File: src/rtl/err_pkg.sv
// Shared types and width helpers for the timing-error recovery controller.
package err_pkg;

    typedef enum logic [1:0] {
        IDLE    = 2'd0,
        RECOVER = 2'd1,
        REPLAY  = 2'd2
    } state_e;

    localparam int unsigned DEF_WINDOW       = 16;
    localparam int unsigned DEF_STALL_CYCLES = 1;
    localparam int unsigned DEF_WCNT_W       = $clog2(DEF_WINDOW);
    localparam int unsigned DEF_SCNT_W       = $clog2(DEF_STALL_CYCLES + 1);

    // Counter width for values 0..n-1, never narrower than one bit.
    function automatic int unsigned cnt_width(input int unsigned n);
        return (n < 2) ? 1 : $clog2(n);
    endfunction

endpackage

File: src/rtl/err_rate_monitor.sv
// Windowed error-rate monitor: counts accepted errors per WINDOW cycles and
// requests clock throttling once THRESH errors land in one window.
module err_rate_monitor
    import err_pkg::*;
#(
    parameter int unsigned WINDOW = 16,
    parameter int unsigned THRESH = 4
) (
    input  logic clk,
    input  logic rst,
    input  logic i_accept,
    output logic o_throttle
);

    localparam int unsigned WCNT_W = cnt_width(WINDOW);
    localparam int unsigned WERR_W = cnt_width(THRESH + 1);

    logic [WCNT_W-1:0] r_wcnt;
    logic [WERR_W-1:0] r_werr;
    logic              r_throttle;
    logic              w_wrap;
    logic              w_werr_full;
    logic [WERR_W-1:0] w_werr_inc;

    assign w_wrap      = (r_wcnt == WCNT_W'(WINDOW - 1));
    assign w_werr_full = (r_werr == WERR_W'(THRESH));
    assign w_werr_inc  = w_werr_full ? r_werr : r_werr + WERR_W'(1);

    // An error accepted on the wrap cycle belongs to the window just starting.
    always_ff @(posedge clk) begin
        if (rst) begin
            r_wcnt     <= '0;
            r_werr     <= '0;
            r_throttle <= 1'b0;
        end else if (w_wrap) begin
            r_wcnt     <= '0;
            r_werr     <= i_accept ? WERR_W'(1) : '0;
            r_throttle <= w_werr_full || (i_accept && (THRESH == 1));
        end else begin
            r_wcnt <= r_wcnt + WCNT_W'(1);
            if (i_accept) begin
                r_werr <= w_werr_inc;
                if (w_werr_inc == WERR_W'(THRESH)) begin
                    r_throttle <= 1'b1;
                end
            end
        end
    end

    assign o_throttle = r_throttle;

endmodule

File: src/rtl/error_recovery_ctrl.sv
// Timing-error recovery: stalls, restores the shadow value, replays once,
// and tracks total and windowed error counts.
module error_recovery_ctrl
    import err_pkg::*;
#(
    parameter int unsigned DATA_WIDTH   = 3,
    parameter int unsigned STALL_CYCLES = 1,
    parameter int unsigned CNT_WIDTH    = 8,
    parameter int unsigned WINDOW       = 16,
    parameter int unsigned THRESH       = 4
) (
    input  logic                  clk,
    input  logic                  rst,
    input  logic                  error,
    input  logic [DATA_WIDTH-1:0] main_q,
    input  logic [DATA_WIDTH-1:0] shadow_q,
    output logic [DATA_WIDTH-1:0] data_out,
    output logic                  stall,
    output logic                  restore,
    output logic                  replay,
    output logic [CNT_WIDTH-1:0]  err_count,
    output logic                  overrun,
    output logic                  throttle
);

    localparam int unsigned SCNT_W = cnt_width(STALL_CYCLES + 1);

    state_e                r_state;
    logic [SCNT_W-1:0]     r_scnt;
    logic [DATA_WIDTH-1:0] r_corr;
    logic [DATA_WIDTH-1:0] r_data;
    logic                  r_stall;
    logic                  r_restore;
    logic                  r_replay;
    logic [CNT_WIDTH-1:0]  r_cnt;
    logic                  r_overrun;
    logic                  w_accept;
    logic                  w_throttle;

    // Errors are only accepted outside RECOVER; those inside are masked.
    assign w_accept = error && (r_state != RECOVER);

    always_ff @(posedge clk) begin
        if (rst) begin
            r_state   <= IDLE;
            r_scnt    <= '0;
            r_corr    <= '0;
            r_data    <= '0;
            r_stall   <= 1'b0;
            r_restore <= 1'b0;
            r_replay  <= 1'b0;
            r_overrun <= 1'b0;
        end else begin
            case (r_state)
                IDLE, REPLAY: begin
                    if (error) begin
                        r_corr    <= shadow_q;
                        r_data    <= shadow_q;
                        r_stall   <= 1'b1;
                        r_restore <= 1'b1;
                        r_replay  <= 1'b0;
                        r_scnt    <= '0;
                        r_state   <= RECOVER;
                    end else begin
                        r_data    <= main_q;
                        r_stall   <= 1'b0;
                        r_restore <= 1'b0;
                        r_replay  <= 1'b0;
                        r_state   <= IDLE;
                    end
                end
                RECOVER: begin
                    r_data <= r_corr;
                    if (error) begin
                        r_overrun <= 1'b1;
                    end
                    if (r_scnt == SCNT_W'(STALL_CYCLES - 1)) begin
                        r_stall  <= 1'b0;
                        r_replay <= 1'b1;
                        r_state  <= REPLAY;
                    end else begin
                        r_scnt <= r_scnt + SCNT_W'(1);
                    end
                end
                default: begin
                    r_stall   <= 1'b0;
                    r_restore <= 1'b0;
                    r_replay  <= 1'b0;
                    r_state   <= IDLE;
                end
            endcase
        end
    end

    // Saturating total of accepted errors.
    always_ff @(posedge clk) begin
        if (rst) begin
            r_cnt <= '0;
        end else if (w_accept && (r_cnt != '1)) begin
            r_cnt <= r_cnt + CNT_WIDTH'(1);
        end
    end

    err_rate_monitor #(
        .WINDOW (WINDOW),
        .THRESH (THRESH)
    ) u_rate (
        .clk        (clk),
        .rst        (rst),
        .i_accept   (w_accept),
        .o_throttle (w_throttle)
    );

    assign data_out  = r_data;
    assign stall     = r_stall;
    assign restore   = r_restore;
    assign replay    = r_replay;
    assign err_count = r_cnt;
    assign overrun   = r_overrun;
    assign throttle  = w_throttle;

endmodule
File: config.mk
export PLATFORM = sky130hd
export DESIGN_NAME = error_recovery_ctrl
export DESIGN_NICKNAME = d
export VERILOG_FILES = /design/src/rtl/err_pkg.sv /design/src/rtl/err_rate_monitor.sv /design/src/rtl/error_recovery_ctrl.sv
export SDC_FILE = /design/constraint.sdc
export NUM_CORES = 1
export LEC_CHECK = 0
export CAP_MARGIN = 20
export CORE_AREA = 2 2 57 59
export DETAILED_ROUTE_END_ITERATION = 8
export DIE_AREA = 0 0 59 61
export PLACE_DENSITY = 0.82
export SYNTH_ARGS = -nofsm -noshare
export SYNTH_HDL_FRONTEND = slang
export SYNTH_SLANG_ARGS = --single-unit
File: constraint.sdc
create_clock -name clk -period 1.6 [get_ports clk]
set_clock_uncertainty 0.05 [all_clocks]
set_input_delay 0.16 -clock clk [delete_from_list [all_inputs] [get_ports clk]]
set_output_delay 0.16 -clock clk [all_outputs]
set_load 0.02 [all_outputs]
## Yosys cells after proc, flatten, opt, wreduce, memory -nomap -nowiden

Index checks and enable logic that the tools add are counted.

| operators by class | value |
|---|---|
| add/subtract/negate cells | 4 |
| reductions and logical operators | 13 |
| eq/ne operators | 9 |
| multiplexer cells | 19 |
| bitwise operators | 1 |

Operators by type and width:

| kind | number |
|---|---|
| 3-bit two-way mux | 4 |
| 1-bit two-way mux | 9 |
| 8-bit by 1-bit adder with 8-bit output, second input constant | 1 |
| 8-bit != test, second input constant | 1 |
| 2-bit AND reduction | 4 |
| 3-bit == test, second input constant | 2 |
| 1-bit one-hot mux with 2 select lines | 3 |
| 3-bit one-hot mux with 2 select lines | 1 |
| 2-bit nonzero test | 3 |
| 2-bit OR reduction | 3 |
| 4-bit by 1-bit adder with 4-bit output, second input constant | 1 |
| 4-bit == test, second input constant | 1 |
| 2-bit != test, second input constant | 2 |
| 2-bit one-hot mux with 2 select lines | 1 |
| 3-bit by 1-bit adder with 3-bit output, second input constant | 1 |
| 2-bit by 1-bit == test with 1-bit output, second input constant | 1 |
| 2-bit == test, second input constant | 1 |
| 1-bit logical AND | 2 |
| 2-bit zero test | 1 |
| 2-bit two-way mux | 1 |
| 2-bit by 1-bit != test with 1-bit output, second input constant | 1 |
| 1-bit adder, second input constant | 1 |
| 1-bit inverter | 1 |

| word-level totals | value |
|---|---|
| bits of input ports | 9 |
| logic and storage cells | 58 |
| flip-flop bits (word level) | 29 |

## Depth between registers and ports, before layout

| logic depth | value |
|---|---|
| word-level depth | 6 |
| mapped depth | 6 |

## Hierarchy

Synthesis repeated with hierarchy kept, for this count alone.

| unflattened totals | value |
|---|---|
| cell total of the unflattened synthesis | 130 |
| area total of the unflattened synthesis | 1243.7 um^2 |

By module, submodules not included:

| module | cells an instance | area an instance (um^2) | seq. area each (um^2) | instances |
|---|---|---|---|---|
| error_recovery_ctrl | 89 | 855.8 | 400.4 | 1 |
| err_rate_monitor | 41 | 387.9 | 160.2 | 1 |

## Worst setup path before layout

OpenSTA, ideal clock, no wires.

| path | value |
|---|---|
| kind | reg2reg |
| start point | register r_cnt[0], in the netlist err_count[0] |
| end point | register r_cnt[0], in the netlist err_count[0] |
| buffers on the path | 0 |
| clock period less this slack | 1.834 ns |
| required time | 1.429 ns |
| arrival | 1.663 ns |
| slack | -0.234 ns |
| cell stages (with the launch flop) | 6 |
| path through | dfxtp_1 > ha_1 > and3_1 > and3_1 > a31oi_1 > mux2_2 |

| on the way | value |
|---|---|
| word-level cells in the longest chain between the ends | 2 |
| elaborated cells on any way between the ends | 3 |

RTL lines:

| item | RTL line | source |
|---|---|---|
| from (decl) | error_recovery_ctrl.sv:35 | `logic [CNT_WIDTH-1:0] r_cnt;` |
| from (signal assigned) | error_recovery_ctrl.sv:100 | `r_cnt <= r_cnt + CNT_WIDTH'(1);` |
| branches (longest 2 deep; another with 8-bit by 1-bit adder with 8-bit output) | n/a |  |

Several ways; the timed one is not identified.
A chain may end at the register's enable or synchronous reset.

## Worst setup path in the final report

| path | value |
|---|---|
| start point | register u_rate.r_werr[0] |
| end point | register u_rate.r_throttle, in the netlist u_rate.o_throttle |

| on the way | value |
|---|---|
| word-level cells in the longest chain between the ends | 5 |
| elaborated cells on any way between the ends | 7 |

RTL lines:

| item | RTL line | source |
|---|---|---|
| from (decl) | err_rate_monitor.sv:19 | `logic [WERR_W-1:0] r_werr;` |
| from (signal assigned) | err_rate_monitor.sv:37 | `r_werr <= i_accept ? WERR_W'(1) : '0;` |
| from (signal assigned) | err_rate_monitor.sv:42 | `r_werr <= w_werr_inc;` |
| 3-bit by 1-bit adder with 3-bit output or 3-bit == test (tied branches) | err_rate_monitor.sv:27, err_rate_monitor.sv:26 |  |
| 3-bit two-way mux | err_rate_monitor.sv:27 | `assign w_werr_inc = w_werr_full ? r_werr : r_werr + WERR_W'(1);` |
| 3-bit == test | err_rate_monitor.sv:43 | `if (w_werr_inc == WERR_W'(THRESH)) begin` |
| 2-bit nonzero test (no line) | n/a |  |
| 2-bit AND reduction (no line) | n/a |  |
| to (signal assigned) | err_rate_monitor.sv:38 | `r_throttle <= w_werr_full \|\| (i_accept && (THRESH == 1));` |
| to (decl) | err_rate_monitor.sv:20 | `logic r_throttle;` |

Parallel ways exist; a longest one is shown, timed or not.

==> flow_metrics.tcl <==
set metrics [dict create \
    status "complete, no violations" \
    hp-start "shadow_q[2]" \
    critPathMaxFanout 3 \
    gp_congestion 0.898 \
    ys_types 37 \
    r2r_cells 5 \
    crit_path_start_kind "register" \
    setup_violations 0 \
    rsz0062_at_grt "true" \
    hp-class "input port to register" \
    die_area_um2 3600 \
    path_cells "buf_4 > ha_1 > mux2i_1 > a2111oi_2 > o31a_1" \
    crit-reg2reg-capture "u_rate.o_throttle$_SDFFE_PP0P_" \
    postSynthAreaPerCell_um2 9.55 \
    relSlewSlack_pct 77.7 \
    drv_cap 0 \
    gr-usage-met1_pct 18.3 \
    end_kind "register" \
    yosysWarnings 0 \
    top_usage_layer "met2" \
    timing.final.ws_setup_ps 19.8 \
    grt_overflow_total 0 \
    grt_max_degree 17 \
    switchingPower_uw 356 \
    num_vias 1143 \
    drtIter0Drc 21 \
    ff2ff_setup_slack_ps 20 \
    crit_family "compound AO/OA/AOI/OAI gates" \
    cp_slowest_stage_delay_ps 420 \
    cts_buffers 3 \
    synth_area_leaders "dfxtp_1 44%, mux2i_1 7.1%, a211oi_1 5.3%" \
    layout-drive-gt1-share_pct 22.8 \
    die_h_um 61 \
    holdPathEnd "r_corr[2]$_SDFFE_PP0P_" \
    cts_hold_buf 0 \
    power_uw 1420 \
    worstPathArrival_ps 1820 \
    dp.final_hpwl_um 2210 \
    place_ws_ps -137 \
    crit_slowest_cell "a2111oi_2" \
    antenna_found_initial 0 \
    coreArea_um2 2950 \
    intPower_uw 1060 \
    via_per_inst 5.60 \
    yosysMostFrequentCell "dfxtp_1" \
    nFillCells 251 \
    synthCells 133 \
    hold_viol 0 \
    clk_latency_ps 340 \
    grt_pass1_vias 1134 \
    r2r_start "u_rate.r_werr[0]$_SDFFE_PP0P_" \
    hold_depth 3 \
    antenna-diode-count 0 \
    power_density_nw_per_um2 809 \
    drc 0 \
    ir_drop_uv 496 \
    synthesis.nets 146 \
    crit_type "register to register" \
    grt_first_pass_wirelength_um 4730 \
    holdWs_ps 408 \
    cts_tree "yes" \
    slew_viol_final 0 \
    synthTopCellsByCount "28 x dfxtp_1, 12 x nor2_1, 9 x a211oi_1, 9 x mux2i_1" \
    syn_area_um2 1270 \
    routedWlPerCell_um 14.1 \
    async_flop_share_pct 0 \
    h-tree-depth 1 \
    first_pass_iters 4 \
    cts_setup_buffers 0 \
    final_core_util_pct 59.3 \
    wl_um 2870 \
    cts_buffer_depth 2 \
    ant_nets 0 \
    multi_input_area_um2 706 \
    finalSetupTns_ps 0 \
    cts.sinks 28 \
    floorplan.initialDensity_pct 43.0 \
    portBuffers 24 \
    p_leak_uw 0.000743 \
    worstMarginPinSlew_ps 334 \
    ys_seq_area_share_pct 44.1 \
    netSwitchingFraction_pct 25.1 \
    synth-main-ff-cell "dfxtp_1" \
    period_share_pct 98.8 \
    pwr-share-comb_pct 17.9 \
    critical_path_required_ps 1840 \
    area_growth_pct 37.9 \
    clk_pin_slew_ps 150 \
    synth_edf_count 0 \
    grt_usage_pct 17.3 \
    clkPwrFrac_pct 28.4 \
    p_seq_share_pct 53.7 \
    num-nets-final 185 \
    grt_util_met2_pct 32.7 \
    rows 20 \
    fmax_ghz 0.633 \
    period_needed_ps 1580 \
    synth_top_area_share_pct 44.1 \
    ys_ff_latch 28 \
    grt_use_met3_pct 3.20 \
    regArea_um2 571 \
    synth_area_leader_cell "dfxtp_1" \
    io_pins 25 \
    die_w_um 59 \
    root_buffer "clkbuf_4" \
    critPathBufInv 1 \
]
cell usage in the layout (no fill, tap or decap), types with 2 or more instances in the layout:
cell type,count
dfxtp_2,2
dlygate4sd2_1,3
dfxtp_4,2
nor2_1,12
clkbuf_4,3
a31oi_1,2
nand4_1,3
clkdlybuf4s50_1,18
a211oi_1,9
a21oi_1,5
dlymetal6s2s_1,3
inv_1,6
mux2i_1,9
dfxtp_1,24
nor3_1,2
nor2b_1,6
mux2_4,2
ha_1,3
buf_4,16
and3_1,3
nand2_1,6
nand3_1,2
nand2b_1,4
worst reg2reg max path: cells and delay by family, from the launching register on:
kind | cells | cell delay (ps)
buffers and inverters | 1 | 140
AO/OA/AOI/OAI | 2 | 600
multiplexers | 1 | 160
flip-flops | 1 | 350
adder cells (fa/ha/maj) | 1 | 240
logic make-up (layout without fill, tap and decap cells):
group | count (synthesis) | count (layout) | synth area share (%)
compound gates | 27 | 27 | 15.8
mux | 11 | 11 | 9.16
simple gates | 49 | 49 | 20.9
fa+ha+maj | 4 | 4 | 3.94
flops | 28 | 28 | 44.1
buf+inv | 12 | 50 | 4.73
xor+xnor | 2 | 2 | 1.38
registers in the layout (all words and copies together), names as in the netlist:
name / cells
u_rate.r_wcnt: 4
r_state: 2
u_rate.r_werr: 3
stall: 1
replay: 1
restore: 1
r_corr: 3
u_rate.o_throttle: 1
err_count: 8
overrun: 1
data_out: 3
area by class of cell:
| class | count | share of cell area (%) |
|---|---|---|
| timing repair buffer | 40 | 20.8 |
| sequential | 28 | 32.6 |
| tap | 33 | 2.36 |
| inverter | 6 | 1.29 |
| clock buffer | 4 | 2.71 |
| multi-input combinational | 93 | 40.3 |
power groups by stage:
stage	Combinational [uW]	Clock, uW	Sequential, uW
finish	254	402	760
global route	274	445	765
CTS	250	415	760
detailed placement	243	0	775
global placement	232	0	772
floorplan	115	0	796
how the worst max path moves through the flow:
stage	slack, ps	startpoint	endpoint	depth (start not counted)
floorplan	4	err_count[1]$_SDFFE_PP0P_	err_count[0]$_SDFFE_PP0P_	5
global placement	-4	error	err_count[0]$_SDFFE_PP0P_	4
detailed placement	-140	u_rate.r_werr[0]$_SDFFE_PP0P_	u_rate.o_throttle$_SDFFE_PP0P_	6
CTS	6	err_count[7]$_SDFFE_PP0P_	err_count[7]	1
global route	-50	u_rate.r_werr[0]$_SDFFE_PP0P_	u_rate.o_throttle$_SDFFE_PP0P_	6
finish	20	u_rate.r_werr[0]$_SDFFE_PP0P_	u_rate.o_throttle$_SDFFE_PP0P_	5
layer usage:
layer	vias to the layer above	routed length, um
met3	7	122
met2	32	1490
met1	550	1190
met4	0	62
met5	-	0
li1	554	-
stage by stage:
step                      cells  cell area, um2
after CTS                   204            1730
after detailed placement    200            1670
final                       204            1750
after floorplan             133            1310
after global placement      200            1670
after global routing        204            1750
timing repair:
action,CTS,global route
pin swaps,1,1
gates resized for setup,6,9
endpoints found under the setup margin,4,6
endpoints found under the hold margin,0,0
No activity file was read; power rests on OpenSTA's default activity.
